## src/rtl/weighted_sum.sv

```systemverilog
// weighted_sum: masked sum of eight Q16.16 weights through a 3-stage registered adder tree, saturated to 32 bits
module weighted_sum (
    input  logic         clk,
    input  logic         rst,
    input  logic [7:0]   x,
    input  logic [255:0] w,
    output logic [31:0]  sum
);
    logic signed [31:0] w_term [8];
    logic signed [32:0] w_s1   [4];
    logic signed [33:0] w_s2   [2];
    logic signed [34:0] w_s3;
    logic        [31:0] w_sat;
    logic signed [32:0] r_s1   [4];
    logic signed [33:0] r_s2   [2];

    // mask each weight by its input bit and form the sign-extended pair sums
    always_comb begin
        for (int i = 0; i < 8; i++) w_term[i] = x[i] ? w[32*i +: 32] : '0;
        for (int j = 0; j < 4; j++) w_s1[j] = 33'(w_term[2*j]) + 33'(w_term[2*j+1]);
        for (int j = 0; j < 2; j++) w_s2[j] = 34'(r_s1[2*j]) + 34'(r_s1[2*j+1]);
        w_s3  = 35'(r_s2[0]) + 35'(r_s2[1]);
        w_sat = (w_s3 > 35'sh0_7FFF_FFFF)  ? 32'h7FFF_FFFF :
                (w_s3 < -35'sh0_8000_0000) ? 32'h8000_0000 : w_s3[31:0];
    end

    // pipeline registers; active-low reset flushes every in-flight sample
    always_ff @(posedge clk) begin
        if (!rst) begin
            for (int j = 0; j < 4; j++) r_s1[j] <= '0;
            for (int j = 0; j < 2; j++) r_s2[j] <= '0;
            sum <= '0;
        end else begin
            for (int j = 0; j < 4; j++) r_s1[j] <= w_s1[j];
            for (int j = 0; j < 2; j++) r_s2[j] <= w_s2[j];
            sum <= w_sat;
        end
    end
endmodule

```

## config.mk

```make
export PLATFORM = sky130hd
export DESIGN_NAME = weighted_sum
export DESIGN_NICKNAME = d
export VERILOG_FILES = /design/src/rtl/weighted_sum.sv
export SDC_FILE = /design/constraint.sdc
export NUM_CORES = 1
export LEC_CHECK = 0
export BUFFER_PORTS_ARGS = -buffer_cell sky130_fd_sc_hd__buf_2
export CORE_MARGIN = 2
export CORE_UTILIZATION = 40
export CTS_CLUSTER_DIAMETER = 60
export DETAILED_ROUTE_END_ITERATION = 8
export GPL_TIMING_DRIVEN = 0
export PLACE_DENSITY = 0.68
export SLEW_MARGIN = 15
export SYNTH_ARGS = -nofsm -noshare
export SYNTH_HDL_FRONTEND = slang
export SYNTH_SLANG_ARGS = --single-unit
```

## constraint.sdc

```tcl
create_clock -name clk -period 9.13 [get_ports clk]
set_clock_uncertainty 0.1 [all_clocks]
set_input_delay 0 -clock clk [delete_from_list [all_inputs] [get_ports clk]]
set_output_delay 0 -clock clk [all_outputs]
set_load 0.005 [all_outputs]
```

# --- Yosys cells after proc, flatten, opt, wreduce, memory -nomap -nowiden ---
# Memories as Yosys holds them, arrays and structs flattened.
# Index checks and enable logic that the tools add are counted.
op_classes:
  addsub: 7
  n_mul: 0
  n_div: 0
  order_cmp: 2
  n_eq_ne: 0
  shift: 0
  muxes: 18
  bitwise: 7
  reduce_logical: 1
op_table:
  columns: ["operator", "count"]
  rows:
  - ["$mux W32", 9]
  - ["$add A32 B32 Y33", 4]
  - ["$mux W33", 4]
  - ["$add A33 B33 Y34", 2]
  - ["$mux W34", 2]
  - ["$add A34 B34 Y35", 1]
  - ["$gt A35 B32 Y1 const B", 1]
  - ["$lt A35 B32 Y1 const B", 1]
  - ["$mux W31", 1]
  - ["$or A1 B1 Y1", 6]
  - ["$mux W1", 2]
  - ["$reduce_or A2 Y1", 1]
  - ["$not A1 Y1", 1]
totals:
  ff_bits: 32
  latch_bits: 0
  ram_bits: 200
  mem_bits_ro: 0
  inputBits: 266
  output_inout_bits: 32
  elab_cells: 39
  n_memories: 2
memory_table:
  columns: ["name", "words", "word_bits", "read_ports", "rd_ports_with_merged_regs", "write_ports", "line_no", "source"]
  rows:
  - ["r_s1", 4, 33, 4, 0, 4, "14", "logic signed [32:0] r_s1 [4];"]
  - ["r_s2", 2, 34, 2, 0, 2, "15", "logic signed [33:0] r_s2 [2];"]

# --- Logic depth before layout (Yosys ltp) ---
# Gate-level depths: netlist of the first run.
# An unclocked memory read counts as a cell.
logic_depth:
  word_depth: 5
  mapped_depth: 15
  ltp_nobuf: 15

# --- Worst setup path after synthesis of the first run ---
# OpenSTA, ideal clock, no wires.
synth_timing:
  path_type: "register -> register"
  start: "memory r_s1[1][0]"
  end: "memory r_s2[0][32]"
  setup_time_ns: 0.122
  arrival_ns: 3.160
  setup_slack_ns: 5.748
  path_stages_with_launch: 15
  synth_period_minus_slack_ns: 3.382
  cell_sequence: "dfxtp_1 > ha_1 > inv_1 > fa_1 > nor2b_4 > o21ai_2 > a21oi_1 > o41a_1 > a311o_1 > a211o_1 > o2111a_1 > o21a_2 > o21ai_4 > o21bai_1 > a311o_1"
synth_lines:
  columns: ["element", "line_no"]
  rows:
  - ["start: declaration", "14"]
  - ["end: declaration", "15"]

==> results.tsv, run 1 <==
stage	metric	value	unit
floorplan	rows	77	
cts	post_cts_buffers	0	
power	powerDensity	155.5	nW/um^2
final_layout	num-nets-final	3179	
final_layout	antennaDiodeCount	0	
global_route	grt_pass1_vias	17110	
place	io_buffers	296	
global_route	grt_max_degree	15	
global_route	grt_pass1_wl	84.10	mm
synthesis	ys_top_cells_by_count	275 x and2_1, 240 x nor2_1, 232 x dfxtp_1	
detailed_routing	avgRoutedWirePerCell	15.88	um
cts	cts-root-buf	clkbuf_16	
final_layout	drive_above_1_share	13.60	%
place	gp_congestion	0.8802	
synthesis	synth_ff_type	dfxtp_1	
final_layout	syn_to_final_growth	27.23	%
detailed_routing	drt_wl_total	52.28	mm
floorplan	fp.dieH	214.8	um
synthesis	ys_types	77	
synthesis	async_reset_ff_share	0	%
synthesis	yosysMostFrequentCell	and2_1	
timing	setup_violations	0	
synthesis	ys_warn_count	0	
cts	cts_buffers	28	
run	maxCapViolations	0	
power	power.share.clock	31.0	%
synthesis	synth.area.top_cells	dfxtp_1 26%, ha_1 16%, and2_1 9.7%, nor2_1 5.1%, a21o_1 4.9%	
floorplan	dieArea	46150	um^2
cts	clk_pin_slew	0.06	ns
detailed_routing	drtAntennaViolNets	0	
floorplan	ios	298	
critical_path	critPathRequiredTime	9.51	ns
power	ir_drop	0.0001319	V
synthesis	yosysSeqAreaShare	26.13	%
timing	finalHoldViolCount	0	
global_route	overflow	0	
power	p_switching	1.155	mW
timing	fin_crit_sh	48.31	%
global_route	track_usage	21.96	%
critical_path	cp.arrival	4.79	ns
timing	report.final.slew_viol_count	0	
synthesis	synth_nets	2685	
power	p_comb_share	33.5	%
final_layout	design_area	22620	um^2
synthesis	synth-seq-cells	232	
timing	rsz0062_at_grt	no	
timing	max_clock_freq	0.2267	GHz
cts	cts_tree	done	
timing	period_needed	4.410	ns
timing	slew-limit-headroom	25.64	%
hold_path	hold_path_class	input pin to register	
floorplan	initial_utilization	40.38	%
detailed_routing	drt_iter0_drc	996	
critical_path	critPathCaptureType	register	
global_route	antenna_found_initial	2	
cts	htreeDepth	1	
timing	tightestPinTransition	1.115	ns
synthesis	yosys.area.top_type_share	26.13	%
cts	clk_latency	0.54	ns
synthesis	synth_area	17780	um^2
timing	fin_setup_tns	0	ns
synthesis	syn_inst	2184	
cts	clk_path_buf_depth	3	
detailed_routing	vias_per_cell	5.202	
critical_path	worstSetupPathType	input pin to register	
cts	cts_sinks	232	
floorplan	core-area	44030	um^2
critical_path	cp-start-kind	input pin	
power	leakagePower	11.06	nW
power	internal-power	2.362	mW
power	power.total	3.517	mW
run_status	status	finished, final reports clean	
detailed_routing	vias	17120	
power	pwr-share-seq	35.5	%
detailed_routing	drc_errors	0	
synthesis	synth_edf_count	0	
synthesis	synth_area_per_cell	8.140	um^2
detailed_routing	dr.pass1.iters	5	
critical_path	crit_fanout	5	
place	place_area	20000	um^2
synthesis	synth_top_area_cell	dfxtp_1	
place	hpwl	42.02	mm
power	switching_share	32.83	%
floorplan	die_w	214.8	um
==> worst paths after layout <==
check                end  slack (ns)  depth (start not counted)        from
min          r_s1[1][23]        0.01                          5      w[119]
min reg2reg   r_s2[0][0]        0.52                          2  r_s1[0][0]
max reg2reg      sum[20]        5.01                         14  r_s2[0][0]
max          r_s1[2][32]        4.72                         19      w[128]
==> placed cells by master (no fill, tap or decap), types with 70 or more instances in the layout <==
cell	Yosys	routed
buf_2	4	300
and2_1	275	275
nor2_1	240	240
dfxtp_1	232	232
ha_1	228	228
dlygate4sd3_1	0	168
a21oi_1	157	157
a21o_1	117	117
nand2_1	99	99
xnor2_1	88	88
xor2_1	86	86
o21ai_1	70	70
==> metal layers <==
metal / vias up / global-route usage, % / part of all wire (%)
li1: 8687 / - / -
met1: 7970 / 29.69 / 47
met5: - / 0 / 0
met2: 381 / 37.77 / 46
met4: 0 / 5.625 / 2.4
met3: 82 / 1.642 / 4.1
==> metrics by stage <==
step	setup slack (ns)	std cells	hold WS, ns	util [%]
2_1_floorplan	5.748	2184	0.1842	-
3_3_place_gp	5.058	3072	0.2758	45.42
3_5_place_dp	5.094	3072	0.2769	45.42
4_1_cts	4.801	3291	0.0003206	51.37
5_1_grt	4.450	3291	0.01582	51.37
6_report	4.720	3291	0.01169	51.37
==> sequential cells by signal, indices dropped and copies added, names as in the netlist <==
register / count
r_s1: 132
r_s2: 68
sum: 32
==> critical path: stages <==
cell           delay, ns
dlygate4sd3_1       0.53
buf_2               0.12
and2_1              0.15
ha_1                0.21
inv_1               0.08
fa_1                0.18
nor2b_1             0.07
o21ai_1             0.18
a21boi_1            0.13
o41a_1              0.40
a311oi_1            0.31
a21oi_1             0.16
a41oi_1             0.34
o21ai_1             0.10
a21o_1              0.20
a2111oi_0           0.38
dlygate4sd3_1       0.60
o21a_1              0.11
dlygate4sd3_1       0.55
==> cell families (layout without fill, tap and decap cells) <==
| group | count (synthesis) | count (layout) | share of synthesized area, % |
|---|---|---|---|
| multiplexers | 6 | 6 | 0.3379 |
| adder cells (fa/ha/maj) | 235 | 235 | 16.84 |
| AND/OR/NAND/NOR | 822 | 822 | 23.80 |
| buffers and inverters | 129 | 644 | 2.752 |
| XOR/XNOR | 174 | 174 | 8.573 |
| flip-flops | 232 | 232 | 26.13 |
| AO/OA/AOI/OAI | 586 | 586 | 21.58 |
==> what timing repair did <==
| action | CTS | global route |
|---|---|---|
| hold buffers | 168 | 0 |
| resized for setup | 0 | 0 |
| endpoints found under the hold margin | 84 | 0 |
| setup endpoints to repair | 0 | 0 |
==> cell type report <==
class	instances	area (um^2)
well taps	592	740.7
flip-flops and latches	232	4644
plain buffers	65	249.0
repair buffers	464	3163
clock inverters	17	162.7
fillers	4205	21410
multi-input cells	1823	12640
inverters	64	240.2
clock buffers	34	774.5
==> power by group through the flow <==
| stage | Combinational (mW) | Sequential (mW) | Clock, mW |
|---|---|---|---|
| finish | 1.18 | 1.25 | 1.09 |
| global route | 1.31 | 1.26 | 1.16 |
| CTS | 1.17 | 1.25 | 1.12 |
| detailed placement | 1.09 | 1.27 | 0 |
| global placement | 1.07 | 1.27 | 0 |
| floorplan | 0.735 | 1.25 | 0 |
No activity file was read; power rests on OpenSTA's default activity.
==> run 2: changes to the inputs <==
==> constraint.sdc (replaced) <==
create_clock -name clk -period 4.1 [get_ports clk]
set_clock_uncertainty 0.1 [all_clocks]
set_input_delay 0 -clock clk [delete_from_list [all_inputs] [get_ports clk]]
set_output_delay 0 -clock clk [all_outputs]
set_load 0.005 [all_outputs]
==> run 2 against run 1 <==
  * Wire length is 0.19% higher
  * Sequential power up 120%
  * Sequential share of layout area fell by 0.072 points
  * Critical path type unchanged
  * Critical endpoint is now r_s1[1][31]
  * Largest cell class unchanged
==> results.tsv, run 2 (same netlist as run 1, synthesis figures left out) <==
stage	metric	value	unit	change
timing	fin_setup_tns	0	ns	unchanged
global_route	antenna_found_initial	2		unchanged
global_route	grt_max_degree	15		unchanged
critical_path	critPathRequiredTime	4.41	ns	-5.10 ns
timing	slew-limit-headroom	26.49	%	+0.85 points
final_layout	num-nets-final	3181		+0.063%
cts	cts-root-buf	clkbuf_16		
place	hpwl	42.02	mm	unchanged
cts	htreeDepth	1		unchanged
timing	max_clock_freq	0.2586	GHz	
critical_path	critical_path.top_delay_family	compound AO/OA/AOI/OAI gates		
place	place_area	20000	um^2	unchanged
detailed_routing	vias	17160		+0.22%
timing	finalHoldWorstSlack	0.008712	ns	-0.002983 ns
cts	cts_buffers	28		unchanged
timing	tightestPinTransition	1.103	ns	-0.01270 ns
cts	cts_sinks	232		unchanged
timing	fin_crit_sh	94.31	%	
cts	cts_tree	done		
power	leakagePower	11.08	nW	+0.22%
cts	clk_path_buf_depth	3		unchanged
final_layout	antennaDiodeCount	0		unchanged
final_layout	final_common_cell	buf_2		
critical_path	worstSetupPathType	input pin to register		
floorplan	rows	77		unchanged
critical_path	crit_fanout	4		-1
floorplan	initial_utilization	40.38	%	unchanged
floorplan	dieArea	46150	um^2	unchanged
critical_path	cpMostUsedCell	o21ai_1		
detailed_routing	drc_errors	0		unchanged
critical_path	critPathSlowestCell	dlygate4sd3_1		
critical_path	critPathCaptureType	register		
detailed_routing	drt_iter0_drc	1019		+2.3%
critical_path	cp.arrival	4.18	ns	-0.61 ns
place	gp_congestion	0.8802		unchanged
critical_path	crit_path_max_incr_delay	0.57	ns	-0.03 ns
final_layout	drive_above_1_share	14.03	%	+0.43 points
global_route	overflow	0		unchanged
power	powerDensity	345.9	nW/um^2	+120%
timing	finalHoldViolCount	0		unchanged
detailed_routing	drtAntennaViolNets	0		unchanged
cts	post_cts_buffers	0		unchanged
detailed_routing	drt_wl_total	52.38	mm	+0.19%
timing	rsz0062_at_grt	no		
detailed_routing	vias_per_cell	5.210		+0.16%
final_layout	syn_to_final_growth	27.68	%	
detailed_routing	dr.pass1.iters	6		+1
timing	setup_violations	0		unchanged
timing	report.final.slew_viol_count	0		unchanged
final_layout	top_register	r_s1		
place	io_buffers	296		unchanged
timing	period_needed	3.867	ns	
final_layout	design_area	22700	um^2	+0.35%
hold_path	hold_path_class	input pin to register		
final_layout	final_cell_mix	300 x buf_2, 275 x and2_1, 240 x nor2_1, 232 x dfxtp_1, 228 x ha_1		
critical_path	rrSetupSlack	0.26	ns	-4.75 ns
detailed_routing	avgRoutedWirePerCell	15.91	um	+0.13%
final_layout	reg.largest.list	r_s1: 132 flops, r_s2: 68 flops, sum: 32 flops		
cts	clk_latency	0.54	ns	about the same
final_layout	largest_register_ffs	132		unchanged
floorplan	die_w	214.8	um	unchanged
power	ir_drop	0.0003114	V	+140%
floorplan	ios	298		unchanged
global_route	grt_pass1_vias	17130		+0.094%
global_route	grt_pass1_wl	84.15	mm	about the same
cts	clk_pin_slew	0.06	ns	about the same
floorplan	core-area	44030	um^2	unchanged
critical_path	cp_cell_sequence	dlygate4sd3_1 -> buf_2 -> and2_1 -> dlygate4sd3_1 -> ha_1 -> o21ai_1 -> o21ai_1 -> a21oi_2 -> o211ai_2 -> a311oi_2 -> o21ai_1 -> o311a_1 -> o41a_1 -> a221oi_2 -> xor2_1 -> nor2_1		
critical_path	worst-path-buf-inv	3		-2
run	maxCapViolations	0		unchanged
floorplan	fp.dieH	214.8	um	unchanged
run_status	status	finished, final reports clean		
global_route	track_usage	21.97	%	about the same
critical_path	cp-start-kind	input pin		
run 2: cell types whose count changed in the layout (fill, tap and decap cells not counted), sizes merged:
cell,delta
dlygate4sd3,+2
run 2: tightest hold or removal path: cells and delay by family:
kind                       cells  cell delay (ns)
xor gates and xnor gates       1             0.09
adders and majority gates      1             0.23
buffers and inverters          1             0.07
and+or+nand+nor                2             0.22
run 2: per-layer routing:
| layer | vias to the layer above | GRT usage, % | wire length, um |
|---|---|---|---|
| met1 | 8017 | 29.73 | 24870 |
| met4 | 0 | 5.625 | 1286 |
| met3 | 87 | 1.628 | 2021 |
| met5 | - | 0 | 0 |
| li1 | 8683 | - | - |
| met2 | 371 | 37.78 | 24200 |
run 2: what timing repair did:
item                                   4_1_cts  5_1_grt
endpoints found under the hold margin       84        0
hold buffers                               170        0
setup endpoints to repair                    0       38
resized for setup                            0       17
run 2: path summary, 6_finish.rpt:
path                            startpoint     endpoint  depth (start not counted)
worst max-delay path                 w[66]  r_s1[1][31]                         16
worst min-delay path                w[119]  r_s1[1][23]                          5
worst max register to register  r_s2[0][0]      sum[24]                         14
worst min register to register  r_s1[0][0]   r_s2[0][0]                          2
run 2: cell type report:
| cell class | count | area, um^2 |
|---|---|---|
| Fill cell | 4191 | 21330 |
| Multi-Input combinational cell | 1823 | 12700 |
| Sequential cell | 232 | 4644 |
| Timing Repair Buffer | 466 | 3183 |
| Clock buffer | 34 | 774.5 |
| Tap cell | 592 | 740.7 |
| Buffer | 65 | 252.7 |
| Inverter | 64 | 240.2 |
| Clock inverter | 17 | 162.7 |
run 2: report_power, final:
part | switching [mW] | internal [mW]
combinational | 1.44 | 1.21
clock | 0.996 | 1.43
sequential | 0.150 | 2.63
total | 2.58 | 5.27
run 2: per-stage QoR:
step / instances / util [%] / setup WS (ns) / total power, mW
after floorplan: 2184 / - / 0.7185 / 4.422
after global placement: 3072 / 45.42 / 0.02764 / 5.207
after detailed placement: 3072 / 45.42 / 0.06413 / 5.252
after CTS: 3293 / 51.42 / 0.03395 / 7.879
after global routing: 3293 / 51.55 / 0.01961 / 8.334
final: 3293 / 51.55 / 0.2335 / 7.851
==> run 3: changes to the inputs <==
--- a/config.mk
+++ b/config.mk
@@ -12,6 +12,7 @@
 export DETAILED_ROUTE_END_ITERATION = 8
 export GPL_TIMING_DRIVEN = 0
 export PLACE_DENSITY = 0.68
+export REMOVE_ABC_BUFFERS = 1
 export SLEW_MARGIN = 15
 export SYNTH_ARGS = -nofsm -noshare
 export SYNTH_HDL_FRONTEND = slang
==> run 3 against run 2 <==
  * Design area is 2.4% lower
  * Via count down 3.3%
  * Largest power group unchanged
  * Combinational power about the same
  * First-iteration DRC count down 17%
  * Sequential share of layout area increased by 0.51 points
  * Highest routed layer is now met5
  * Utilization down 1.3 points
  * Flip-flop and latch count stayed put
==> results.tsv, run 3 (same netlist as run 1, synthesis figures left out) <==
stage	metric	value	unit	change
detailed_routing	drtAntennaViolNets	0		unchanged
place	hpwl	39.38	mm	-6.3%
detailed_routing	dr.pass1.iters	5		-1
place	io_buffers	297		+0.34%
cts	cts_buffers	26		-7.1%
final_layout	final_cells	3193		-3.0%
detailed_routing	vias_per_cell	5.194		-0.32%
timing	tightestPinTransition	0.8999	ns	-0.2028 ns
final_layout	final_common_cell	buf_2		
critical_path	cp.arrival	4.22	ns	+0.04 ns
floorplan	core-area	44030	um^2	unchanged
power	ir_drop	0.0002565	V	-18%
critical_path	critPathRequiredTime	4.41	ns	about the same
critical_path	critPathSlowestCell	fa_1		
detailed_routing	drt_iter0_drc	844		-17%
cts	clk_path_buf_depth	3		unchanged
final_layout	design_area	22140	um^2	-2.4%
final_layout	syn_to_final_growth	24.56	%	
critical_path	cp-start-kind	register		
final_layout	num-nets-final	3081		-3.1%
timing	max_clock_freq	0.2558	GHz	-1.1%
hold_path	hold_path_class	input pin to register		
cts	clk_pin_slew	0.06	ns	about the same
global_route	antenna_found_initial	1		-1
critical_path	worst-path-buf-inv	1		-2
critical_path	critPathCaptureType	register		
cts	clk_latency	0.53	ns	about the same
final_layout	top_register	r_s1		
final_layout	reg.largest.list	r_s1: 132 flops, r_s2: 68 flops, sum: 32 flops		
place	place_area	19850	um^2	-0.74%
global_route	grt_max_degree	124		+109
detailed_routing	drt_wl_total	49.52	mm	-5.5%
floorplan	initial_utilization	40.38	%	unchanged
detailed_routing	vias	16580		-3.3%
final_layout	largest_register_ffs	132		unchanged
timing	finalHoldViolCount	0		unchanged
final_layout	drive_above_1_share	14.23	%	+0.20 points
global_route	overflow	0		unchanged
timing	fin_crit_sh	95.34	%	+1.0 points
run	maxCapViolations	0		unchanged
run_status	status	finished, final reports clean		
critical_path	crit_fanout	29		+25
power	powerDensity	354.8	nW/um^2	+2.6%
final_layout	nFillCells	4265		+1.8%
timing	report.final.slew_viol_count	0		unchanged
floorplan	ios	298		unchanged
timing	slew-limit-headroom	38.45	%	+12 points
power	leakagePower	10.85	nW	-2.1%
critical_path	critical_path.top_delay_family	compound AO/OA/AOI/OAI gates		
floorplan	rows	77		unchanged
timing	rsz0062_at_grt	no		
floorplan	die_w	214.8	um	unchanged
critical_path	rrSetupSlack	0.19	ns	-0.07 ns
final_layout	final_cell_mix	297 x buf_2, 275 x and2_1, 240 x nor2_1, 232 x dfxtp_1, 228 x ha_1		
cts	cts-root-buf	clkbuf_16		
timing	period_needed	3.909	ns	+0.04235 ns
critical_path	cp_cell_sequence	ha_1 -> fa_1 -> a211o_1 -> o211ai_1 -> a21o_1 -> o311a_1 -> o21a_2 -> o21ai_1 -> a41o_1 -> a21oi_1 -> xnor2_2 -> a31oi_4 -> buf_16 -> o21ai_1		
floorplan	dieArea	46150	um^2	unchanged
critical_path	worstSetupPathType	register to register		
cts	htreeDepth	1		unchanged
place	gp_congestion	0.9057		+2.9%
detailed_routing	drc_errors	0		unchanged
critical_path	cpMostUsedCell	o21ai_1		
critical_path	crit_path_max_incr_delay	0.44	ns	-0.13 ns
place	dp_cells	3011		-2.0%
timing	setup_violations	0		unchanged
global_route	grt_pass1_vias	16630		-2.9%
cts	cts_sinks	232		unchanged
floorplan	fp.dieH	214.8	um	unchanged
global_route	grt_pass1_wl	80.36	mm	-4.5%
global_route	track_usage	20.78	%	-1.2 points
timing	fin_setup_tns	0	ns	unchanged
cts	cts_tree	done		
detailed_routing	avgRoutedWirePerCell	15.51	um	-2.5%
[run 3: cell types whose count changed in the layout (fill, tap and decap cells not counted), sizes merged]
cell / previous run / this run
diode: 0 / 1
inv: 68 / 67
bufinv: 1 / 4
dlygate4sd3: 170 / 133
clkbuf: 95 / 34
clkinv: 9 / 4
[run 3: worst paths after layout]
path,start,endpoint,cells after the start
worst min register to register,r_s1[0][0],r_s2[0][0],2
worst max-delay path,r_s2[0][0],sum[5],14
worst max register to register,r_s2[0][0],sum[5],14
worst min-delay path,w[145],r_s1[2][17],5
[run 3: routing by layer]
layer	vias up	routed length, um	part of all wire, %	GRT usage (%)
li1	8487	-	-	-
met1	7648	22960	46	26.44
met2	344	23100	47	36.38
met3	103	1884	3.8	2.435
met4	2	1557	3.1	6.898
met5	-	13	0.026	0
[run 3: timing repair]
item	in CTS	in global routing
hold endpoints to repair	68	0
hold buffers	133	0
resized for setup	0	5
endpoints found under the setup margin	0	28
setup buffers	0	0
[run 3: per-stage QoR]
step | power [mW] | hold WS [ns] | worst slack [ns] | utilization [%]
2_1_floorplan | 4.393 | 0.01379 | -0.3402 | -
3_5_place_dp | 5.267 | 0.2759 | -0.1320 | 45.09
6_report | 7.855 | 0.01228 | 0.1911 | 50.29
3_3_place_gp | 5.213 | 0.2771 | -3.680 | 44.87
4_1_cts | 7.911 | 0.0001464 | 0.02670 | 50.23
5_1_grt | 8.334 | 0.04189 | 0.006399 | 50.29
[run 3: cell type report]
| class | count | area (um^2) | area share [%] |
|---|---|---|---|
| inverter | 64 | 247.7 | 1.119 |
| clock inverter | 14 | 191.4 | 0.8646 |
| sequential | 232 | 4644 | 20.98 |
| antenna | 1 | 2.502 | 0.01130 |
| tap | 592 | 740.7 | 3.345 |
| clock buffer | 34 | 742.0 | 3.351 |
| timing repair buffer | 433 | 2888 | 13.04 |
| multi-input combinational | 1823 | 12690 | 57.29 |
[run 3: report_power, final]
part	switching, mW	internal, mW
registers	0.141	2.63
logic	1.43	1.19
clock network	0.932	1.53
[run 3: worst min-delay path: stages]
cell and delay (ns):
buf_2 0.07, and2_1 0.11, ha_1 0.19, xor2_1 0.10, nor2_1 0.11
